**config.mk**
```make
export PLATFORM = sky130hd
export DESIGN_NAME = stage1_round_ctrl
export DESIGN_NICKNAME = d
export VERILOG_FILES = /design/src/rtl/stage1_pkg.sv /design/src/rtl/stage1_op_sel.sv /design/src/rtl/stage1_round_ctrl.sv
export SDC_FILE = /design/constraint.sdc
export NUM_CORES = 1
export LEC_CHECK = 0
export ABC_AREA = 1
export BUFFER_PORTS_ARGS = -buffer_cell sky130_fd_sc_hd__clkbuf_2
export CORE_AREA = 2 2 220 222
export DETAILED_ROUTE_END_ITERATION = 10
export DIE_AREA = 0 0 222 224
export GPL_ROUTABILITY_DRIVEN = 0
export PLACE_DENSITY_LB_ADDON = 0.25
export RECOVER_POWER = 50
export SYNTH_ARGS = -nofsm -noshare
export SYNTH_HDL_FRONTEND = slang
export SYNTH_SLANG_ARGS = --single-unit
export TNS_END_PERCENT = 50
```
**constraint.sdc**
```tcl
create_clock -name clk -period 1.59 [get_ports clk]
set_clock_uncertainty 0.1 [all_clocks]
set_input_delay 0.318 -clock clk [delete_from_list [all_inputs] [get_ports clk]]
set_output_delay 0.318 -clock clk [all_outputs]
set_load 0.005 [all_outputs]
```
**src/rtl/stage1_pkg.sv**
```systemverilog
// Shared types and widths for the Stage1 round controller and its op-select mux.
package stage1_pkg;

   localparam int BLOCK_W = 128;
   localparam int BYTE_W  = 8;

   // Stage1 op select, encoded as {k9,k8}
   typedef enum logic [1:0] {
      OP_INV  = 2'b00,
      OP_ROR2 = 2'b01,
      OP_ROL2 = 2'b10,
      OP_HINV = 2'b11
   } op_e;

   typedef enum logic [1:0] {
      IDLE = 2'b00,
      RUN  = 2'b01,
      DONE = 2'b10
   } ctrl_state_e;

endpackage

```
**src/rtl/stage1_op_sel.sv**
```systemverilog
// Selects the current round's 2-bit op from the latched key register.
module stage1_op_sel
   import stage1_pkg::*;
#(
   parameter int MAX_ROUNDS = 8,
   parameter int RND_W      = $clog2(MAX_ROUNDS + 1)
) (
   input  logic [2*MAX_ROUNDS-1:0] key,
   input  logic [RND_W-1:0]        cnt,
   output op_e                     op
);

   always_comb begin
      op = OP_INV;
      for (int i = 0; i < MAX_ROUNDS; i++) begin
         if (cnt == RND_W'(i)) op = op_e'(key[2*i +: 2]);
      end
   end

endmodule

```
**src/rtl/stage1_round_ctrl.sv**
```systemverilog
// Sequences one 128-bit block through N rounds of the external Stage1 transform.
//
// state | meaning
// IDLE  | ready for a block; in_ready high
// RUN   | one Stage1 round per clock, result fed back into the data register
// DONE  | result presented on out_block until out_ready
module stage1_round_ctrl
   import stage1_pkg::*;
#(
   parameter int MAX_ROUNDS = 8,
   parameter int RND_W      = $clog2(MAX_ROUNDS + 1)
) (
   input  logic                    clk,
   input  logic                    rst_n,
   input  logic                    abort,
   input  logic                    in_valid,
   output logic                    in_ready,
   input  logic [BLOCK_W-1:0]      in_block,
   input  logic [2*MAX_ROUNDS-1:0] in_key,
   input  logic [RND_W-1:0]        in_rounds,
   output logic                    stg_en,
   output logic                    stg_k9,
   output logic                    stg_k8,
   output logic [BLOCK_W-1:0]      stg_din,
   input  logic [BLOCK_W-1:0]      stg_dout,
   output logic                    out_valid,
   input  logic                    out_ready,
   output logic [BLOCK_W-1:0]      out_block,
   output logic                    busy,
   output logic [15:0]             blk_cnt
);

   ctrl_state_e             state_q, state_d;
   logic [BLOCK_W-1:0]      data_q;
   logic [2*MAX_ROUNDS-1:0] key_q;
   logic [RND_W-1:0]        rnds_q, cnt_q, rnds_in;
   logic [15:0]             blk_cnt_q;
   logic                    accept, out_fire;
   op_e                     op;

   assign rnds_in = (in_rounds > RND_W'(MAX_ROUNDS)) ? RND_W'(MAX_ROUNDS) : in_rounds;

   stage1_op_sel #(
      .MAX_ROUNDS (MAX_ROUNDS),
      .RND_W      (RND_W)
   ) u_op_sel (
      .key (key_q),
      .cnt (cnt_q),
      .op  (op)
   );

   always_ff @(posedge clk or negedge rst_n) begin
      if (!rst_n) state_q <= IDLE;
      else        state_q <= state_d;
   end

   // k9/k8 decode only registered key/cnt/state, so they never follow in_*
   always_comb begin
      state_d   = state_q;
      in_ready  = 1'b0;
      out_valid = 1'b0;
      stg_en    = 1'b0;
      stg_k9    = 1'b0;
      stg_k8    = 1'b0;
      stg_din   = '0;
      out_block = '0;
      accept    = 1'b0;
      out_fire  = 1'b0;
      case (state_q)
         IDLE: begin
            in_ready = 1'b1;
            if (in_valid && !abort) begin
               accept  = 1'b1;
               state_d = (rnds_in == '0) ? DONE : RUN;
            end
         end
         RUN: begin
            stg_en  = 1'b1;
            stg_k9  = op[1];
            stg_k8  = op[0];
            stg_din = data_q;
            if (abort)                              state_d = IDLE;
            else if (cnt_q == rnds_q - RND_W'(1))   state_d = DONE;
         end
         DONE: begin
            out_valid = 1'b1;
            out_block = data_q;
            if (out_ready) begin
               out_fire = 1'b1;
               state_d  = IDLE;
            end else if (abort) begin
               state_d  = IDLE;
            end
         end
         default: state_d = IDLE;
      endcase
   end

   always_ff @(posedge clk or negedge rst_n) begin
      if (!rst_n) begin
         data_q    <= '0;
         key_q     <= '0;
         rnds_q    <= '0;
         cnt_q     <= '0;
         blk_cnt_q <= '0;
      end else begin
         if (accept) begin
            data_q <= in_block;
            key_q  <= in_key;
            rnds_q <= rnds_in;
            cnt_q  <= '0;
         end else if (state_q == RUN) begin
            data_q <= stg_dout;
            cnt_q  <= cnt_q + RND_W'(1);
         end
         if (out_fire) blk_cnt_q <= blk_cnt_q + 16'd1;
      end
   end

   assign busy    = (state_q != IDLE);
   assign blk_cnt = blk_cnt_q;

endmodule

```
# [Word-level counts from Yosys, hierarchy flattened]
# Cells that the tools add are included.
[op_classes] add_sub_neg=3 magnitude_cmp=1 eq_ne=13 n_mux=31 reduce_logical=8
[op_table] operator="$mux W128" n=4
[op_table] operator="$mux W2" n=14
[op_table] operator="$add A16 B1 Y16 const B" n=1
[op_table] operator="$eq A4 B3 Y1 const B" n=4
[op_table] operator="$mux W4" n=3
[op_table] operator="$mux W1" n=9
[op_table] operator="$eq A4 B2 Y1 const B" n=2
[op_table] operator="$logic_not A4 Y1" n=2
[op_table] operator="$ne A3 B3 Y1 const B" n=2
[op_table] operator="$pmux W2 S3" n=1
[op_table] operator="$add A4 B1 Y4 const B" n=1
[op_table] operator="$eq A4 B1 Y1 const B" n=1
[op_table] operator="$eq A4 B4 Y1" n=1
[op_table] operator="$gt A4 B4 Y1 const B" n=1
[op_table] operator="$reduce_bool A2 Y1" n=2
[op_table] operator="$sub A4 B1 Y4 const B" n=1
[op_table] operator="$reduce_and A3 Y1" n=1
[op_table] operator="$eq A2 B1 Y1 const B" n=1
[op_table] operator="$eq A2 B2 Y1 const B" n=1
[op_table] operator="$logic_not A2 Y1" n=1
[op_table] operator="$ne A2 B2 Y1 const B" n=1
[op_table] operator="$logic_and A1 B1 Y1" n=1
[op_table] operator="$logic_not A1 Y1" n=1
[word_totals] regBits=170 input_bits=281 wordCells=62

# [Logic depth before layout (Yosys ltp)]
# Gate-level depths: netlist of run 1.
[depth] word_depth=10 ltp_mapped=11 depth_no_buf=11

# [By module]
# From an unflattened synthesis of run 1, not the netlist that was laid out.
[hier_totals] hier_cells=1271 hier_area_um2=9216.3
[by_module_without_submodules] mod="stage1_round_ctrl" n_inst=1 cells_per_inst=1233 area_each_um2=9044.9
[by_module_without_submodules] mod="stage1_op_sel" n_inst=1 cells_per_inst=38 area_each_um2=171.4

# [Worst setup path before layout of run 1]
# No wires, ideal clock.
[synth_timing] path_type="register to output" from="reg cnt_q[0]" to="out stg_k8" t_arrival_ns=1.228 required_time_ns=1.172 slack_ns=-0.056 path_stages_with_launch=9 n_path_buf=0 path_cell_list="dfrtp_1 -> inv_1 -> ha_1 -> nand3_1 -> o21ai_0 -> inv_1 -> nand3_1 -> nand2_1 -> a21oi_1"
[synth_between] elab_chain_len=10
[synth_lines] item="start, declared" line_no="stage1_round_ctrl.sv:36" text="logic [RND_W-1:0] rnds_q, cnt_q, rnds_in;"
[synth_lines] item="start signal, assigned" line_no="stage1_round_ctrl.sv:114" text="cnt_q <= cnt_q + RND_W'(1);"
[synth_lines] item="$logic_not A4 Y1" line_no="stage1_op_sel.sv:16" text="if (cnt == RND_W'(i)) op = op_e'(key[2*i +: 2]);"
[synth_lines] item="$mux W2 (7 in a row)" line_no="stage1_op_sel.sv:16"
[synth_lines] item="$mux W2 (*)" line_no="stage1_op_sel.sv:16"
[synth_lines] item="$mux W1 (*)" line_no="stage1_round_ctrl.sv:69" text="case (state_q)"
[synth_lines] item="end, declared" line_no="stage1_round_ctrl.sv:23" text="output logic stg_k8,"
# Every way passes the cells marked *; elsewhere a longest branch is shown, timed or not.

# [Worst setup path in the final report of run 1]
[layout_timing] from="reg cnt_q[1]" to="out stg_k8"
# The elaborated chain is that of the path after synthesis.

==> flow_summary.toml, run 1 <==
[critical_path]
path_class = "reg2out"
worst_ep_required_time_ps = 1170
reg2reg_from = "state_q[1]"
critPathArrivalTime_ps = 1940
cp_max_fo = 5
crit_path_end = "stg_k8"
worstSetupEndpointType = "output port"
cp_num_buf_inv = 3
crit_slowest_cell = "dfrtp_2"
r2r_slack_ps = -400
worst_setup_path_start_kind = "flop"
r2r_cells = 9
cp_cell_sequence = "inv_4 -> ha_4 -> nand3_2 -> o21ai_1 -> inv_1 -> nand3_1 -> nand2_1 -> a21oi_2 -> buf_2"
cp.depth = 9
cp-startpoint = "cnt_q[1]"
r2r_end = "data_q[94]"
slowest_delay_ps = 450
worst_path_dominant_cell_family = "flip-flops"

[placed_design]
dp_hpwl_um = 28000
io_buffers = 558

[floorplanning]
start_util_pct = 19.5
dieArea_um2 = 49700
rows = 80
dieWidth_um = 222
num_io_pins = 559
die_h_um = 224
core-area_um2 = 47300

[synthesis]
async_reset_ff_share_pct = 100
synth_nets = 1552
seq_area_frac_synth_pct = 46.2
synth-edff-count = 0
yosysWarnings = 0
syn_inst = 1265
syn_avg_cell_area_um2 = 7.29
yosys_register_bits = 170
synthFlopType = "dfrtp_1"
synth_cell_type_count = 29
synth_area_um2 = 9220

[global_route]
grt_pass1_wl_um = 69900
grt_max_degree = 65
antenna_found_initial = 4
grt_usage_pct = 18.3
grt_pass1_vias = 12400
overflow = 0

[run_status]
status = "complete, but fails checks"
violations = "negative setup slack"

[detailed_routing]
drt-initial-drc-count = 575
vias = 12200
drtAntennaViolNets = 0
first_pass_iters = 5
wirelength_um = 48700
drcViolationCount = 0
wire_per_inst_um = 17.4
via_per_inst = 4.36

[clock_network]
cts_tree = "done"
clockBufferDepth = 2
clk_pin_slew_worst_paths_ps = 70
clock-sinks = 170
root_buffer = "clkbuf_16"
numCtsBuffers = 17
clk_latency_ps = 480
htree_levels = 4

[min_path]
min_path_type = "in2reg"

[sta]
worst_pin_slew_ps = 762
rsz0062_at_grt = "yes"
period_minus_slack_ps = 2360
finalMaxSlewViolations = 0
setup_violations = 418
post-route-period-util_pct = 148
hold_viol = 0
slew_headroom_pct = 49.2
fmax_ghz = 0.424
setup_ws_ps = -767

[power_and_ir_drop]
power.density_nw_per_um2 = 1330
total_power_mw = 26.2
p_leak_nw = 9.23
max-vdd-ir-drop_v = 0.000623

[job]
max-cap-violations = 0

[final_layout]
areaGrowthSynthToFinish_pct = 114
drive_above_1_share_pct = 45.5
fin_nets = 2449
final_util_pct = 41.6
final.fill_count = 4471
[cells by family after synthesis]
kind of cell,after synthesis,synth area share (%)
AO/OA/AOI/OAI,154,11.9
flip-flops,170,46.2
AND/OR/NAND/NOR,677,28.6
adder cells (fa/ha/maj),6,0.815
XOR/XNOR,14,1.33
buffers and inverters,244,11.2
[through the flow]
stage | setup TNS, ps | area, um^2 | hold slack (ps) | instances | worst slack (ps)
6_report | -190520 | 19700 | 32.4 | 2793 | -767
5_1_grt | -230500 | 19700 | 19.2 | 2792 | -914
4_1_cts | -202470 | 19100 | 3.06 | 2789 | -816
3_5_place_dp | -13510 | 13200 | 229 | 2430 | -275
3_3_place_gp | -8410 | 13200 | 227 | 2430 | -254
2_1_floorplan | 0 | 9260 | -77.6 | 1265 | 13.3
[synthesized netlist by cell type (all sizes together), types with 6 or more instances]
library cell / count / area (um^2)
dfrtp: 170 / 4250
buf: 35 / 244
o21ai: 19 / 95.1
xor2: 6 / 52.6
nand3: 22 / 110
ha: 6 / 75.1
inv: 168 / 631
clkbuf: 40 / 150
nand2: 353 / 1330
xnor2: 8 / 70.1
nand4: 10 / 62.6
o211ai: 128 / 961
nor2: 285 / 1090
[area by class of cell]
| cell class | count | area [um^2] | share of cell area, % |
|---|---|---|---|
| antenna | 3 | 7.51 | 0.0381 |
| clock buffer | 21 | 480 | 2.44 |
| clock inverter | 11 | 156 | 0.793 |
| inverter | 169 | 661 | 3.35 |
| multi-input combinational | 851 | 5860 | 29.8 |
| sequential | 170 | 4260 | 21.6 |
| tap | 615 | 769 | 3.90 |
| timing repair buffer | 950 | 7460 | 37.8 |
| timing repair inverter | 3 | 56.3 | 0.286 |
[state kept, by name (all words and copies together) (netlist names)]
register / flops
blk_cnt: 16
rnds_q: 4
key_q: 16
data_q: 128
cnt_q: 4
state_q: 2
[how the worst min path moves through the flow]
stage | start | to | slack, ps | cells after the start
floorplan | rst_n | blk_cnt[0] | -80 | 0
global placement | rst_n | rnds_q[0] | 230 | 1
detailed placement | rst_n | data_q[14] | 230 | 1
CTS | in_block[127] | data_q[127] | 3 | 3
global route | in_rounds[0] | rnds_q[0] | 20 | 3
finish | in_block[127] | data_q[127] | 30 | 3
[where the power goes]
group          switching (mW)  internal (mW)  leakage, nW  total (mW)
Sequential              0.713           6.25         2.10        6.96
Combinational            8.89           5.77         6.83        14.7
Clock                    1.96           2.66        0.303        4.62
Total                    11.6           14.7         9.23        26.2
[layout by cell type (no fill, tap or decap), types with 6 or more instances in the layout]
| cell | count |
|---|---|
| clkbuf_16 | 21 |
| dfrtp_1 | 166 |
| buf_8 | 6 |
| nand4_1 | 10 |
| nor2_4 | 241 |
| o211ai_1 | 128 |
| buf_12 | 28 |
| clkbuf_1 | 7 |
| o21ai_1 | 11 |
| nand2_1 | 347 |
| xor2_1 | 6 |
| buf_16 | 21 |
| nor2_1 | 28 |
| nand3_1 | 20 |
| buf_4 | 46 |
| dlygate4sd3_1 | 272 |
| nor2_2 | 16 |
| buf_6 | 31 |
| buf_2 | 53 |
| o21ai_0 | 7 |
| xnor2_1 | 8 |
| clkbuf_2 | 479 |
| inv_1 | 161 |
[worst register-to-register path, cell delays in order (launching register included)]
cell	delay (ps)
dfrtp_2	430
nor2_4	130
buf_12	160
buf_8	130
inv_12	50
buf_4	120
buf_4	140
nand2_4	100
buf_12	250
o211ai_1	230
[repair_timing]
item                                    CTS  global route
setup buffers                            30             7
endpoints found under the hold margin   174             0
gates resized for setup                 430           265
cloned                                   27             5
hold buffers                            272             0
pin swaps                                 6            13
endpoints found under the setup margin  387           437
[metal layers]
| layer | vias to the layer above | wire, um | GRT usage, % |
|---|---|---|---|
| met5 | - | 21 | 0 |
| met4 | 4 | 2390 | 9.15 |
| met3 | 138 | 2760 | 5.04 |
| met2 | 506 | 24400 | 31.6 |
| met1 | 5763 | 19100 | 21.0 |
| li1 | 5755 | - | - |
Power figures use the tool's default switching activity.
==> run 2, diff against run 1 <==
--- a/config.mk
+++ b/config.mk
@@ -12,7 +12,7 @@
 export DIE_AREA = 0 0 222 224
 export GPL_ROUTABILITY_DRIVEN = 0
 export PLACE_DENSITY_LB_ADDON = 0.25
-export RECOVER_POWER = 50
+export RECOVER_POWER = 100
 export SYNTH_ARGS = -nofsm -noshare
 export SYNTH_HDL_FRONTEND = slang
 export SYNTH_SLANG_ARGS = --single-unit
==> run 2 against run 1 <==
Net effect: the run still ends with negative setup slack left; utilization decreased by 0.087 points; setup slack got worse by 2.9 ps; first-iteration DRC count decreased by 2.6%; register-to-register slack about the same; wire length about the same; critical path type unchanged; largest cell class unchanged.
==> flow_summary.toml, run 2 (synthesis gave the netlist of run 1 again) <==
[sta]
setup_ws_ps = -770
setup_violations = 418
post-route-period-util_pct = 148
slew_headroom_pct = 52.3
rsz0062_at_grt = "yes"
fmax_ghz = 0.424
hold_viol = 0
finalMaxSlewViolations = 0
period_minus_slack_ps = 2360
worst_pin_slew_ps = 715

[final_layout]
regMostFlops = "data_q"
largest_reg_flops = 128
drive_above_1_share_pct = 45.2
areaGrowthSynthToFinish_pct = 113
stdcell_area_um2 = 19700
final_cell_mix = "clkbuf_2, nand2_1, dlygate4sd3_1, nor2_4, dfrtp_1"
final.fill_count = 4478
final_common_cell = "clkbuf_2"
fin_nets = 2449

[global_route]
grt_usage_pct = 18.3
grt_pass1_vias = 12400
overflow = 0
grt_pass1_wl_um = 69900
grt_max_degree = 65
antenna_found_initial = 4

[critical_path]
path_class = "reg2out"
critPathArrivalTime_ps = 1940
slowest_delay_ps = 460
cp_max_fo = 4
crit_slowest_cell = "dfrtp_2"
worst_setup_path_start_kind = "flop"
cp_cell_sequence = "inv_4 -> ha_4 -> nand3_4 -> o21ai_1 -> inv_1 -> nand3_1 -> nand2_1 -> a21oi_2 -> buf_2"
worst_ep_required_time_ps = 1170
cp_num_buf_inv = 3
worstSetupEndpointType = "output port"
worst_path_dominant_cell_family = "flip-flops"

[power_and_ir_drop]
swShare_pct = 44.1
p_leak_nw = 9.19
switching_power_mw = 11.6
internal-power_mw = 14.7
p_clk_share_pct = 17.6
power.density_nw_per_um2 = 1330
p_comb_share_pct = 55.8
seqPwrFrac_pct = 26.6
max-vdd-ir-drop_v = 0.000626

[clock_network]
clock-sinks = 170
numCtsBuffers = 17
clockBufferDepth = 2
root_buffer = "clkbuf_16"
htree_levels = 4
clk_pin_slew_worst_paths_ps = 70
cts_tree = "done"
clk_latency_ps = 480

[detailed_routing]
drcViolationCount = 0
first_pass_iters = 5
via_per_inst = 4.36
drtAntennaViolNets = 0
wirelength_um = 48700
drt-initial-drc-count = 560
vias = 12200
wire_per_inst_um = 17.4

[floorplanning]
die_h_um = 224
num_io_pins = 559
core-area_um2 = 47300
start_util_pct = 19.5
dieArea_um2 = 49700
rows = 80
dieWidth_um = 222

[run_status]
status = "complete, but fails checks"
violations = "negative setup slack"

[placed_design]
io_buffers = 558
dp_hpwl_um = 28000
dp_slack_ps = -275
placed_cell_area_um2 = 13200

[min_path]
min_path_type = "in2reg"

[job]
max-cap-violations = 0
run 2: cell count changes in the layout (fill, tap and decap cells not counted):
cell | previous run | this run
buf_12 | 28 | 26
clkbuf_1 | 7 | 14
buf_4 | 46 | 44
diode_2 | 3 | 2
clkbuf_2 | 479 | 474
clkbuf_4 | 3 | 5
run 2: per-layer routing:
layer | track usage, % | vias to the layer above | wire length [um]
met5 | 0 | - | 23
met4 | 9.15 | 4 | 2410
met3 | 5.04 | 139 | 2860
met2 | 31.6 | 531 | 24300
met1 | 21.0 | 5743 | 19000
li1 | - | 5754 | -
run 2: metrics by stage:
stage	utilization, %	setup TNS (ps)	hold WS (ps)	power [mW]	cells
floorplan	-	0	-77.6	12.1	1265
global placement	27.8	-8410	227	15.7	2430
detailed placement	27.8	-13510	229	15.8	2430
CTS	40.3	-202470	3.06	25.4	2789
global route	41.5	-231290	19.2	27.9	2792
finish	41.5	-190400	35.5	26.2	2792
run 2: worst reg2reg max path: stages, from the launching register on:
cell      delay, ps
dfrtp_2         430
nor2_4          130
buf_12          160
buf_8           130
inv_12           50
buf_4           120
buf_4           140
nand2_4         100
buf_12          250
o211ai_1        230
run 2: timing repair:
action                                 CTS  global route
endpoints found under the hold margin  174             0
buffers inserted                        30             7
setup endpoints to repair              387           437
cloned                                  27             5
gates resized for setup                430           265
pin swaps                                6            13
hold buffers                           272             0
run 2: power groups by stage:
stage | combinational [mW] | clock [mW] | sequential, mW
floorplan | 5.26 | 0 | 6.81
global placement | 8.74 | 0 | 6.98
detailed placement | 8.80 | 0 | 7.01
CTS | 13.6 | 4.82 | 6.95
global route | 15.7 | 4.96 | 7.18
finish | 14.6 | 4.62 | 6.96
run 2: layout make-up:
type	instances	area, um^2	area share, %
inverter	169	661	3.36
clock buffer	21	480	2.44
clock inverter	11	156	0.795
tap	615	769	3.91
antenna	2	5.00	0.0254
timing repair buffer	950	7420	37.7
sequential	170	4260	21.7
timing repair inverter	3	56.3	0.286
multi-input combinational	851	5860	29.8
run 2: final timing paths:
path,cells past startpoint,endpoint,slack (ps),startpoint
min in group asynchronous,2,data_q[14],370,rst_n
max in group asynchronous,3,data_q[70],120,rst_n
min reg2reg,2,key_q[12],400,key_q[12]
min,3,data_q[127],40,in_block[127]
max reg2reg,9,data_q[94],-400,state_q[1]
max,9,stg_k8,-770,cnt_q[0]
